==> src/rtl/i2s_tdm_tx.sv <==
`default_nettype none
// ============================================================================
// Module   : i2s_tdm_tx
// Purpose  : Multi-channel serial audio transmitter and bus master. It derives
//            lrclk and sdata from sclk in I2S, left-justified, right-justified
//            or DSP/TDM framing. Frames enter through a valid/ready handshake
//            into a one-frame holding buffer. A frame start that finds the
//            holding buffer empty sends a zero frame and pulses underrun.
// Ports    : sclk        bit clock; every state update is on its falling edge
//            rst         asynchronous reset, active-high
//            en          transmitter enable
//            fmt         0 I2S, 1 left-justified, 2 right-justified, 3 DSP/TDM
//            in_data     one frame; slot k at [(k+1)*AUDIO_DW-1 : k*AUDIO_DW]
//            in_valid    in_data is valid
//            in_ready    holding buffer empty
//            lrclk       frame sync
//            sdata       serial data, MSB first
//            frame_start one-cycle pulse while slot 0, bit 0 is driven
//            underrun    one-cycle pulse at a frame start with no frame held
// Option   : define I2S_TDM_REPEAT_ON_UNDERRUN_EN to retransmit the previous
//            frame on underrun instead of sending zeros.
// Revision : 1.0 - initial release
// ============================================================================
module i2s_tdm_tx #(
  parameter int AUDIO_DW = 24,
  parameter int SLOT_W   = 32,
  parameter int CHANNELS = 2
) (
  input  logic                         sclk,
  input  logic                         rst,
  input  logic                         en,
  input  logic [1:0]                   fmt,
  input  logic [CHANNELS*AUDIO_DW-1:0] in_data,
  input  logic                         in_valid,
  output logic                         in_ready,
  output logic                         lrclk,
  output logic                         sdata,
  output logic                         frame_start,
  output logic                         underrun
);

  localparam int c_BW = (SLOT_W > 1) ? $clog2(SLOT_W) : 1;
  localparam int c_SW = $clog2(CHANNELS);
  localparam int c_FW = CHANNELS * AUDIO_DW;
  localparam logic [c_BW-1:0] c_B_LAST  = c_BW'(SLOT_W - 1);
  localparam logic [c_SW-1:0] c_S_LAST  = c_SW'(CHANNELS - 1);
  localparam logic [1:0]      c_FMT_I2S = 2'd0;
  localparam logic [1:0]      c_FMT_LJ  = 2'd1;
  localparam logic [1:0]      c_FMT_RJ  = 2'd2;
  localparam logic [1:0]      c_FMT_DSP = 2'd3;

  logic [c_BW-1:0]     r_b;
  logic [c_SW-1:0]     r_s;
  logic [1:0]          r_fmt;
  logic [c_FW-1:0]     r_hold;
  logic                r_hold_full;
  logic [c_FW-1:0]     r_active;
  logic                r_dly;
  logic                r_lrclk;
  logic                r_sdata;
  logic                r_fs;
  logic                r_ur;

  logic                w_fs;
  logic [1:0]          w_fmt;
  logic [c_FW-1:0]     w_active;
  logic [AUDIO_DW-1:0] w_word;
  int                  w_idx;
  logic                w_l;
  logic                w_upper;
  logic                w_lr;
  logic                w_sd;

  // At a frame start the newly latched fmt and the newly selected frame must
  // already govern the bit driven on that same edge, so bypass the registers.
  always_comb begin
    w_fs     = en && (r_b == '0) && (r_s == '0);
    w_fmt    = w_fs ? fmt : r_fmt;
    w_active = r_active;
    if (w_fs) begin
      if (r_hold_full) begin
        w_active = r_hold;
      end else begin
`ifdef I2S_TDM_REPEAT_ON_UNDERRUN_EN
        w_active = r_active;
`else
        w_active = '0;
`endif
      end
    end
  end

  always_comb begin
    w_word = '0;
    for (int k = 0; k < CHANNELS; k++) begin
      if (int'(r_s) == k) w_word = w_active[k*AUDIO_DW +: AUDIO_DW];
    end
  end

  // Sample bit index for the current slot position; an index outside
  // 0..AUDIO_DW-1 is padding and drives 0. Right-justified aligns the LSB to
  // the last bit of the slot, all other formats align the MSB to bit 0.
  always_comb begin
    w_idx = (w_fmt == c_FMT_RJ) ? (SLOT_W - 1 - int'(r_b))
                                : (AUDIO_DW - 1 - int'(r_b));
    w_l   = 1'b0;
    for (int j = 0; j < AUDIO_DW; j++) begin
      if (w_idx == j) w_l = w_word[j];
    end
  end

  always_comb begin
    w_upper = (int'(r_s) >= (CHANNELS / 2));
    case (w_fmt)
      c_FMT_I2S: w_lr = w_upper;
      c_FMT_DSP: w_lr = w_fs;
      default:   w_lr = ~w_upper;
    endcase
    // I2S and DSP take the one-bit-late copy of the base stream.
    w_sd = ((w_fmt == c_FMT_LJ) || (w_fmt == c_FMT_RJ)) ? w_l : r_dly;
  end

  always_ff @(negedge sclk or posedge rst) begin
    if (rst) begin
      r_b         <= '0;
      r_s         <= '0;
      r_fmt       <= '0;
      r_hold      <= '0;
      r_hold_full <= 1'b0;
      r_active    <= '0;
      r_dly       <= 1'b0;
      r_lrclk     <= 1'b0;
      r_sdata     <= 1'b0;
      r_fs        <= 1'b0;
      r_ur        <= 1'b0;
    end else begin
      // Accepting and consuming are mutually exclusive: accept needs the
      // holding buffer empty, consume needs it full.
      if (in_valid && !r_hold_full) begin
        r_hold      <= in_data;
        r_hold_full <= 1'b1;
      end
      if (!en) begin
        r_b     <= '0;
        r_s     <= '0;
        r_dly   <= 1'b0;
        r_lrclk <= 1'b0;
        r_sdata <= 1'b0;
        r_fs    <= 1'b0;
        r_ur    <= 1'b0;
      end else begin
        if (w_fs) begin
          r_fmt    <= fmt;
          r_active <= w_active;
          if (r_hold_full) r_hold_full <= 1'b0;
        end
        r_ur    <= w_fs && !r_hold_full;
        r_fs    <= w_fs;
        r_lrclk <= w_lr;
        r_sdata <= w_sd;
        r_dly   <= w_l;
        if (r_b == c_B_LAST) begin
          r_b <= '0;
          r_s <= (r_s == c_S_LAST) ? '0 : r_s + 1'b1;
        end else begin
          r_b <= r_b + 1'b1;
        end
      end
    end
  end

  assign in_ready    = ~r_hold_full;
  assign lrclk       = r_lrclk;
  assign sdata       = r_sdata;
  assign frame_start = r_fs;
  assign underrun    = r_ur;

endmodule
`default_nettype wire

==> config.mk <==
export PLATFORM = sky130hd
export DESIGN_NAME = i2s_tdm_tx
export DESIGN_NICKNAME = d
export VERILOG_FILES = /design/src/rtl/i2s_tdm_tx.sv
export SDC_FILE = /design/constraint.sdc
export NUM_CORES = 1
export LEC_CHECK = 0
export BUFFER_PORTS_ARGS = -buffer_cell sky130_fd_sc_hd__buf_4
export CORE_AREA = 5 5 135 86
export CTS_BUF_LIST = sky130_fd_sc_hd__clkbuf_16
export CTS_CLUSTER_SIZE = 14
export DETAILED_ROUTE_END_ITERATION = 6
export DIE_AREA = 0 0 140 91
export PLACE_DENSITY = 0.75
export REMOVE_ABC_BUFFERS = 1
export SYNTH_ARGS = -nofsm -noshare
export SYNTH_HDL_FRONTEND = slang
export SYNTH_SLANG_ARGS = --single-unit
==> constraint.sdc <==
create_clock -name sclk -period 3.2 [get_ports sclk]
set_input_delay 0.48 -clock sclk [delete_from_list [all_inputs] [get_ports sclk]]
set_output_delay 0.48 -clock sclk [all_outputs]
set_load 0.01 [all_outputs]
==> key figures, run 1 <==
Run status
  • Status: finished with violations
  • Failing checks: setup timing

Worst hold path
  • Worst min path class: flip-flop to flip-flop
  • WHS Endpoint: r_active[10]
  • Min-Delay Startpoint: r_active[10]
  • Hold path cells: 2

Cells and area
  • Commonest non-fill, non-tap cells in the layout: nand2_1, dfrtn_1, buf_4
  • Design Area, Final: 6560 sq um
  • Layout cells sized above 1: 33.4%
  • Most common cell after layout, fill and taps aside: nand2_1
  • Fin nets: 665
  • Antenna diodes: 0
  • Area delta synth->final: 24.4%

Logic synthesis
  • Syn avg cell area: 10.1 sq um
  • Synthesized flop and latch total: 110
  • Post-synth EDFFs: 0
  • Synth async-reset ratio: 100%
  • Most common flop cell mapped by yosys: dfrtn_1
  • Synth Warn #: 0
  • Synth cell types: 56
  • Syn Inst Count: 520
  • Sequential share of the synthesized area: 52.2%
  • Synthesized area: 5270 sq um

Pwr
  • Leakage: 2.99 nW
  • Worst VDD drop: 0.685 mV
  • Pwr Density: 778 nW/um^2
  • Overall power: 0.00510 W

Global routing
  • Global-route wire length before repair: 21400 microns
  • Largest net degree at the start of global routing: 54
  • Initial antenna violation count: 0
  • Total Routing Usage GR: 20.7%
  • Overflow after GRT: 0
  • Number of global-route vias before repair: 4282

Critical path
  • Crit path max-delay family: simple AND/OR/NAND/NOR gates
  • Critical path cell sequence: buf_6, and3b_2, nand3_4, inv_4, nand2_4, nand2_4, inv_4, ha_4, or3b_4, mux2i_2, buf_4, and3_4, o211ai_1, o211ai_1, a211oi_2, o21ai_2, a32oi_1
  • Reg2reg end: sdata
  • Crit Path Max Fanout: 4
  • Crit-path max cell delay: 0.40 ns
  • Slowest-stage cell, CP: or3b_4
  • R2R depth: 17
  • Crit path required time: 1.78 ns
  • Reg-to-Reg Start: r_b[0]
  • WP buf/inv: 4
  • Crit Path Category: primary input to flip-flop
  • CP endpoint kind: flip-flop
  • Critical path launch point type: primary input
  • Arrival @ worst endpoint: 2.81 ns
  • Setup slack, reg-to-reg: 0.09 ns

Clocking
  • Root Buffer: clkbuf_16
  • Clock Pin Slew Worst Setup and Hold Paths: 0.05 ns
  • Clock buffer depth: 2
  • Cts bufs inserted: 9
  • H-tree Lvls: 3
  • CTS Sinks: 110
  • CTS tree: built
  • Worst-skew pair later-pin latency: 0.35 ns

Floorplan
  • Vert. Die Dim: 91 microns
  • Initial core utilization: 51.5%
  • Placement row count: 29
  • Ports: 59
  • Die area: 12700 sq um
  • Area of the core: 10200 sq um
  • Die Span X: 140 microns

Drt
  • WL/cell: 17.3 microns
  • Via count: 4142
  • Remaining antenna violation count: 0
  • DRT Pass-1 Iters: 4
  • WL final: 12900 microns
  • DRT iter0 DRCs: 264
  • Vias per cell: 5.57
  • DRC: 0

STA
  • Final worst slack: -1.03 ns
  • Final Hold Vio Count: 0
  • Worst hold slack: 0.427 ns
  • Slew @ Worst Pin: 0.533 ns
  • Rel. slew slack: 64.5%
  • Count of final setup violators: 3
  • Max Slew Vio Count: 0
  • RSZ-0062 raised after global routing: true
  • Worst setup skew after layout: 0.00327 ns

Place
  • Placed Area: 6100 sq um
  • Pre-CTS WS: -1.53 ns
  • Port buffer count: 58
  • Dpl hpwl: 9050 microns
  • RePlAce Congestion: 0.873

Flow run
  • Max capacitance violation total: 0
[metrics by stage]
stage                     utilization, %  instances  setup TNS [ns]
after CTS                           63.2        741           -1.91
after floorplan                        -        483         -273.39
after global routing                64.1        744           -2.52
after global placement              59.6        723           -3.51
final                               64.1        744           -2.21
after detailed placement            59.6        723           -4.45
[registers in the layout, indices dropped and copies added, names as in the netlist]
| name | flops |
|---|---|
| sdata | 1 |
| r_b | 5 |
| r_hold_full | 1 |
| r_dly | 1 |
| r_hold | 48 |
| underrun | 1 |
| r_s | 1 |
| r_fmt | 2 |
| r_active | 48 |
| frame_start | 1 |
| lrclk | 1 |
[cell usage after synthesis (4+ instances only)]
cell type / instances / area [sq um]
a21oi_1: 12 / 60.1
buf_1: 4 / 15.0
a221o_1: 4 / 40.0
buf_2: 10 / 50.1
nand2_1: 118 / 443
o21ai_0: 57 / 285
nor2_1: 10 / 37.5
clkbuf_1: 19 / 71.3
dfrtn_1: 110 / 2750
a211oi_1: 5 / 37.5
nand3_1: 4 / 20.0
nor2b_1: 6 / 37.5
ha_1: 9 / 113
nor3_1: 8 / 40.0
inv_1: 15 / 56.3
mux2_2: 50 / 563
and3_1: 6 / 37.5
o211ai_1: 6 / 45.0
[where the power goes]
group	switching (W)	total (W)	internal, W
Combinational	0.000807	0.00159	0.000785
Clock	0.000484	0.00108	0.000594
Sequential	0.000361	0.00243	0.00207
Total	0.00165	0.00510	0.00345
[cell type report]
class	instances	area, sq um
clock buffers	9	225
clock inverters	5	53.8
fillers	869	3680
inverters	15	63.8
multi-input cells	358	2410
flip-flops and latches	110	2750
well taps	139	174
repair buffers	108	881
[logic make-up (layout without fill, tap and decap cells)]
logic type	count (synthesis)	in the layout	share of synthesized area, %
simple gates	174	174	15.0
compound gates	118	118	14.3
buf+inv	52	137	4.44
flops	110	110	52.2
mux	53	53	11.3
xor+xnor	4	4	0.665
fa+ha+maj	9	9	2.14
[worst max path at each step]
stage,from,endpoint,cells past startpoint
detailed placement,en,sdata,16
finish,en,sdata,17
global route,en,sdata,17
floorplan,en,sdata,15
CTS,en,sdata,17
global placement,en,sdata,15
[worst register-to-register path, stage by stage (launching register included)]
cell      delay (ns)
dfrtn_1         0.40
inv_1           0.06
ha_1            0.22
and3b_2         0.25
nand3_4         0.11
nand2_2         0.09
nand2_4         0.10
inv_4           0.04
ha_4            0.18
or3b_4          0.40
mux2i_2         0.16
buf_4           0.15
and3_4          0.17
o211ai_1        0.08
o211ai_1        0.13
a211oi_2        0.11
o21ai_2         0.16
a32oi_1         0.11
[per-layer routing]
metal	wire length (microns)	track usage [%]	share of wire, %
met1	6240	29.5	48
met2	5700	31.7	44
met3	711	5.20	5.5
met4	246	6.21	1.9
met5	0	0	0
[what timing repair did]
item / CTS / global route
setup endpoints to repair: 3 / 3
setup buffers: 4 / 3
hold buffers: 0 / 0
pin swaps: 11 / 13
gates resized for setup: 21 / 13
No activity file was read; power rests on OpenSTA's default activity.
==> run 2: changes to the inputs <==
--- a/config.mk
+++ b/config.mk
@@ -5,12 +5,13 @@
 export SDC_FILE = /design/constraint.sdc
 export NUM_CORES = 1
 export LEC_CHECK = 0
+export ABC_AREA = 1
 export BUFFER_PORTS_ARGS = -buffer_cell sky130_fd_sc_hd__buf_4
-export CORE_AREA = 5 5 135 86
+export CORE_AREA = 5 5 134 85
 export CTS_BUF_LIST = sky130_fd_sc_hd__clkbuf_16
 export CTS_CLUSTER_SIZE = 14
 export DETAILED_ROUTE_END_ITERATION = 6
-export DIE_AREA = 0 0 140 91
+export DIE_AREA = 0 0 139 90
 export PLACE_DENSITY = 0.75
 export REMOVE_ABC_BUFFERS = 1
 export SYNTH_ARGS = -nofsm -noshare
==> key figures, run 2 <==
Run status
  • Status: finished with violations
  • Failing checks: setup timing

STA
  • Rel. slew slack: 70.9% (+6.4 points)
  • Worst hold slack: 0.427 ns (+0.000927 ns)
  • Worst setup skew after layout: 0.00538 ns (+0.00211 ns)
  • Max Slew Vio Count: 0 (unchanged)
  • Final Hold Vio Count: 0 (unchanged)
  • Final worst slack: -2.18 ns (-1.15 ns)
  • RSZ-0062 raised after global routing: true
  • Count of final setup violators: 3 (unchanged)
  • Slew @ Worst Pin: 0.437 ns (-0.0956 ns)

Logic synthesis
  • Syn Inst Count: 579 (+11%)
  • Count leader, synth: nand2_1
  • Synth area leader: dfrtn_1
  • Synth top area share: 53.1% (+0.86 points)
  • Sequential share of the synthesized area: 53.1% (+0.86 points)
  • Synth top cells by count: nand2_1, dfrtn_1, mux2_2
  • Synthesized area: 5180 sq um (-1.6%)
  • Synthesized flop and latch total: 110 (unchanged)
  • Synth cell types: 30 (-46%)
  • Ranking of synthesized cells by area: dfrtn_1, nand2_1, mux2_2
  • Most common flop cell mapped by yosys: dfrtn_1
  • Post-synth EDFFs: 0 (unchanged)
  • Synth async-reset ratio: 100% (unchanged)
  • Syn avg cell area: 8.96 sq um (-12%)
  • Synth Warn #: 0 (unchanged)

Critical path
  • Crit Path Max Fanout: 5 (+1)
  • Crit Path Category: primary input to flip-flop
  • Slowest-stage cell, CP: or2_4
  • R2R depth: 36 (+19)
  • Worst path most repeated cell: buf_4
  • Critical path launch point type: primary input
  • Crit-path max cell delay: 0.25 ns (-0.15 ns)
  • CP endpoint kind: flip-flop
  • Arrival @ worst endpoint: 3.98 ns (+1.17 ns)
  • Crit path required time: 1.80 ns (+0.02 ns)

Global routing
  • Initial antenna violation count: 0 (unchanged)
  • Overflow after GRT: 0 (unchanged)
  • Largest net degree at the start of global routing: 49 (-9.3%)
  • Global-route wire length before repair: 19300 microns (-9.7%)
  • Total Routing Usage GR: 18.7% (-2.1 points)
  • Number of global-route vias before repair: 4122 (-3.7%)

Cells and area
  • Fin nets: 761 (+14%)
  • Design Area, Final: 6800 sq um (+3.6%)
  • Fillers: 858 (-1.3%)
  • Area delta synth->final: 31.1%
  • Layout cells sized above 1: 34.6% (+1.2 points)
  • Commonest non-fill, non-tap cells in the layout: nand2_1, buf_4, dfrtn_1
  • Antenna diodes: 0 (unchanged)
  • Top flop regs: r_active: 48 flops, r_hold: 48 flops, r_b: 5 flops
  • Fin util: 66.9% (+2.8 points)
  • Most common cell after layout, fill and taps aside: nand2_1

Drt
  • WL/cell: 13.4 microns (-23%)
  • Via count: 4038 (-2.5%)
  • DRT iter0 DRCs: 258 (-2.3%)
  • DRC: 0 (unchanged)
  • Remaining antenna violation count: 0 (unchanged)
  • Vias per cell: 4.80 (-14%)
  • DRT Pass-1 Iters: 4 (unchanged)
  • WL final: 11300 microns (-13%)

Pwr
  • Worst VDD drop: 0.390 mV (-43%)
  • Overall power: 0.00504 W (-1.3%)
  • Int Power: 0.00346 W (+0.20%)
  • Combinational power share: 31.8% (+0.6 points)
  • Leakage: 3.28 nW (+9.6%)
  • Sequential power share: 45.9% (-1.8 points)
  • Sw frac: 31.4% (-1.0 points)
  • Clk pwr share: 22.3% (+1.2 points)
  • Pwr Density: 742 nW/um^2 (-4.7%)
  • Switch Pwr: 0.00158 W (-4.3%)

Floorplan
  • Die area: 12500 sq um (-1.8%)
  • Initial core utilization: 51.0% (-0.47 points)
  • Die Span X: 139 microns (-0.71%)
  • Vert. Die Dim: 90 microns (-1.1%)
  • Area of the core: 10200 sq um (-0.71%)
  • Placement row count: 29 (unchanged)
  • Ports: 59 (unchanged)

Clocking
  • H-tree Lvls: 3 (unchanged)
  • Worst-skew pair later-pin latency: 0.35 ns (about the same)
  • Root Buffer: clkbuf_16
  • CTS tree: built
  • Hold_buf cts: 0 (unchanged)
  • Clock buffer depth: 2 (unchanged)
  • Clock Pin Slew Worst Setup and Hold Paths: 0.05 ns (about the same)
  • CTS Sinks: 110 (unchanged)
  • Cts bufs inserted: 9 (unchanged)

Worst hold path
  • Hold path cells: 2 (unchanged)
  • Worst min path class: flip-flop to flip-flop

Place
  • Port buffer count: 58 (unchanged)
  • Pre-CTS WS: -2.80 ns (-1.27 ns)
  • Dpl hpwl: 8100 microns (-10%)
  • RePlAce Congestion: 0.874 (+0.19%)
  • Placed Area: 6150 sq um (+0.84%)

Flow run
  • Max capacitance violation total: 0 (unchanged)
run 2: changes by cell type in the layout (fill, tap and decap cells not counted), sizes merged, moves of 4 or more:
| cell | delta |
|---|---|
| and3 | -6 |
| o21ai | -4 |
| nand3 | +23 |
| o211ai | -5 |
| a211oi | -4 |
| nor2b | -6 |
| a221o | -4 |
| nor2 | +28 |
| nand2 | +66 |
| buf | +26 |
| inv | +38 |
run 2: layout make-up:
| class | instances | area (sq um) | share of cell area (%) |
|---|---|---|---|
| well taps | 139 | 174 | 2.56 |
| flip-flops and latches | 110 | 2750 | 40.5 |
| clock inverters | 7 | 72.6 | 1.07 |
| multi-input cells | 391 | 2280 | 33.6 |
| clock buffers | 9 | 225 | 3.31 |
| repair buffers | 134 | 1070 | 15.8 |
| inverters | 52 | 213 | 3.13 |
run 2: critical path: cells and delay by family:
family,cells,cell delay (ns)
buffers and inverters,16,1.73
and+or+nand+nor,16,1.42
adders and majority gates,1,0.18
AOI/OAI and AO/OA,2,0.13
run 2: power by group through the flow:
stage / combinational, W / clock, W / sequential [W]
after floorplan: 0.000973 / 0 / 0.00231
after global placement: 0.00145 / 0 / 0.00230
after detailed placement: 0.00150 / 0 / 0.00233
after CTS: 0.00158 / 0.00115 / 0.00231
after global routing: 0.00181 / 0.00120 / 0.00238
final: 0.00160 / 0.00112 / 0.00231
run 2: path summary, 6_finish.rpt:
kind / from / to / slack (ns)
setup / recovery: en / sdata / -2.18
hold / removal: r_active[5] / r_active[5] / 0.43
setup reg to reg: r_b[1] / sdata / -1.14
hold reg to reg: r_active[5] / r_active[5] / 0.43
max in group asynchronous: rst / r_active[24] / 1.09
min in group asynchronous: rst / r_hold[20] / 1.57
run 2: logic make-up (layout without fill, tap and decap cells):
group / Yosys count / after routing / share of synthesized area [%]
and+or+nand+nor: 265 / 265 / 20.8
xor gates and xnor gates: 1 / 1 / 0.169
muxes: 48 / 48 / 10.4
buffers and inverters: 78 / 202 / 6.25
adders and majority gates: 9 / 9 / 2.17
DFF: 110 / 110 / 53.1
AOI/OAI and AO/OA: 68 / 68 / 7.09
run 2: timing repair:
action	in CTS	in global routing
gates resized for setup	44	14
endpoints found under the setup margin	4	4
pin swaps	18	16
gates cloned	0	0
buffers inserted	16	3
run 2: routing by layer:
layer,global-route usage (%),part of all wire [%]
met5,0,0
met4,4.48,0.75
met3,4.77,3.7
met2,29.3,46
met1,26.1,50
run 2: metrics by stage:
step / cells / TNS, ns
after floorplan: 553 / -239.12
after global placement: 807 / -6.14
after detailed placement: 807 / -7.01
after CTS: 839 / -4.34
after global routing: 842 / -5.40
final: 842 / -4.44
==> run 3: changes to the inputs <==
--- a/config.mk
+++ b/config.mk
@@ -7,12 +7,14 @@
 export LEC_CHECK = 0
 export ABC_AREA = 1
 export BUFFER_PORTS_ARGS = -buffer_cell sky130_fd_sc_hd__buf_4
-export CORE_AREA = 5 5 134 85
+export CELL_PAD_IN_SITES_DETAIL_PLACEMENT = 0
+export CELL_PAD_IN_SITES_GLOBAL_PLACEMENT = 2
+export CORE_AREA = 5 5 171 107
 export CTS_BUF_LIST = sky130_fd_sc_hd__clkbuf_16
 export CTS_CLUSTER_SIZE = 14
 export DETAILED_ROUTE_END_ITERATION = 6
-export DIE_AREA = 0 0 139 90
-export PLACE_DENSITY = 0.75
+export DIE_AREA = 0 0 176 112
+export PLACE_DENSITY = 0.74
 export REMOVE_ABC_BUFFERS = 1
 export SYNTH_ARGS = -nofsm -noshare
 export SYNTH_HDL_FRONTEND = slang
==> key figures, run 3 (synthesized netlist as in run 2, its figures left out) <==
Run status
  • Status: finished with violations
  • Failing checks: setup timing

Floorplan
  • Die Span X: 176 microns (+27%)
  • Area of the core: 16700 sq um (+64%)
  • Die area: 19700 sq um (+58%)
  • Vert. Die Dim: 112 microns (+24%)
  • Initial core utilization: 31.1% (-20 points)
  • Ports: 59 (unchanged)
  • Placement row count: 37 (+28%)

Critical path
  • Crit Path Category: primary input to flip-flop
  • Critical path launch point type: primary input
  • Arrival @ worst endpoint: 4.07 ns (+0.09 ns)
  • Worst path most repeated cell: nand2_1
  • CP endpoint kind: flip-flop
  • Crit-path max cell delay: 0.26 ns (about the same)
  • Crit Path Max Fanout: 5 (unchanged)
  • Crit path required time: 1.81 ns (about the same)
  • Slowest-stage cell, CP: or2_4

Place
  • Dpl hpwl: 9120 microns (+13%)
  • Port buffer count: 58 (unchanged)
  • RePlAce Congestion: 0.818 (-6.4%)
  • Cells after DPL: 886 (+9.8%)

Cells and area
  • Area delta synth->final: 32.9%
  • Commonest non-fill, non-tap cells in the layout: nand2_1, buf_4, dfrtn_1
  • Antenna diodes: 0 (unchanged)
  • Fin cells: 913 (+8.4%)
  • Fin util: 41.3% (-26 points)
  • Top flop regs: r_active: 48 flops, r_hold: 48 flops, r_b: 5 flops
  • Fin nets: 757 (-0.53%)
  • Layout cells sized above 1: 35.2% (+0.63 points)
  • Most common cell after layout, fill and taps aside: nand2_1

STA
  • Count of final setup violators: 4 (+1)
  • Worst hold slack: 0.422 ns (-0.00578 ns)
  • Rel. slew slack: 73.6% (+2.8 points)
  • Final worst slack: -2.26 ns (-0.0860 ns)
  • Max Slew Vio Count: 0 (unchanged)
  • RSZ-0062 raised after global routing: true
  • Worst setup skew after layout: 0.0126 ns (+0.00725 ns)
  • Slew @ Worst Pin: 0.395 ns (-0.0417 ns)
  • Final Hold Vio Count: 0 (unchanged)

Drt
  • DRC: 0 (unchanged)
  • Via count: 4019 (-0.47%)
  • DRT iter0 DRCs: 152 (-41%)
  • Vias per cell: 4.40 (-8.2%)
  • WL/cell: 13.3 microns (-0.82%)
  • DRT Pass-1 Iters: 4 (unchanged)
  • Remaining antenna violation count: 0 (unchanged)
  • WL final: 12100 microns (+7.5%)

Clocking
  • CTS Sinks: 110 (unchanged)
  • Clock buffer depth: 2 (unchanged)
  • Worst-skew pair later-pin latency: 0.36 ns (about the same)
  • Clock Pin Slew Worst Setup and Hold Paths: 0.06 ns (about the same)
  • Hold_buf cts: 0 (unchanged)
  • Cts bufs inserted: 9 (unchanged)
  • Root Buffer: clkbuf_16
  • CTS tree: built
  • H-tree Lvls: 3 (unchanged)

Pwr
  • Worst VDD drop: 0.365 mV (-6.3%)
  • Sequential power share: 45.4% (-0.5 points)
  • Pwr Density: 739 nW/um^2 (-0.28%)
  • Clk pwr share: 22.2% (about the same)
  • Switch Pwr: 0.00161 W (+1.6%)
  • Combinational power share: 32.5% (+0.7 points)
  • Sw frac: 31.5% (+0.14 points)
  • Leakage: 3.28 nW (-0.22%)
  • Int Power: 0.00349 W (+0.91%)

Global routing
  • Global-route wire length before repair: 20800 microns (+7.7%)
  • Initial antenna violation count: 0 (unchanged)
  • Largest net degree at the start of global routing: 49 (unchanged)
  • Number of global-route vias before repair: 4200 (+1.9%)
  • Overflow after GRT: 0 (unchanged)
  • Total Routing Usage GR: 13.0% (-5.7 points)

Flow run
  • Max capacitance violation total: 0 (unchanged)

Worst hold path
  • Worst min path class: flip-flop to flip-flop
## run 3: metal layers
metal	global-route usage, %	part of all wire [%]
met1	19.8	55
met2	18.3	40
met3	3.46	4.0
met4	3.12	1.1
met5	0	0
## run 3: critical path: cells and delay by family
family                     cells  cell delay [ns]
and+or+nand+nor               36             2.39
AOI/OAI and AO/OA              5             0.58
buffers and inverters          5             0.45
adders and majority gates      1             0.18
## run 3: worst paths after layout
path                       slack (ns)      endpoint        start  cells past startpoint
max in group asynchronous        1.05        r_b[3]          rst                      3
hold / removal                   0.42   r_active[5]  r_active[5]                      2
setup / recovery                -2.26         sdata           en                     47
min in group asynchronous        1.58  r_active[45]          rst                      2
hold reg to reg                  0.42   r_active[5]  r_active[5]                      2
setup reg to reg                -1.23         sdata       r_b[0]                     48
## run 3: layout make-up
type	instances	area, sq um
flip-flops and latches	110	2750
clock buffers	9	225
multi-input cells	391	2300
fillers	1662	9780
clock inverters	7	72.6
repair buffers	130	1060
well taps	214	268
inverters	52	210
## run 3: power by group through the flow
stage | logic [W] | registers (W) | clock network (W)
global route | 0.00189 | 0.00238 | 0.00121
floorplan | 0.000973 | 0.00231 | 0
global placement | 0.00151 | 0.00232 | 0
finish | 0.00165 | 0.00231 | 0.00113
CTS | 0.00163 | 0.00232 | 0.00117
detailed placement | 0.00154 | 0.00234 | 0
## run 3: what timing repair did
item / CTS / global route
resized for setup: 37 / 28
pin swaps: 14 / 19
hold endpoints to repair: 0 / 0
buffers inserted: 5 / 6
gates cloned: 0 / 0
endpoints found under the setup margin: 4 / 4
## run 3: stage by stage
step	power (W)	instance area, sq um	setup TNS (ns)	setup WS [ns]
after global routing	0.00549	6890	-5.84	-2.76
after floorplan	0.00328	5060	-239.12	-3.60
after CTS	0.00512	6730	-4.61	-2.24
after global placement	0.00382	6280	-6.74	-2.86
final	0.00510	6890	-4.71	-2.26
after detailed placement	0.00388	6280	-8.27	-2.99
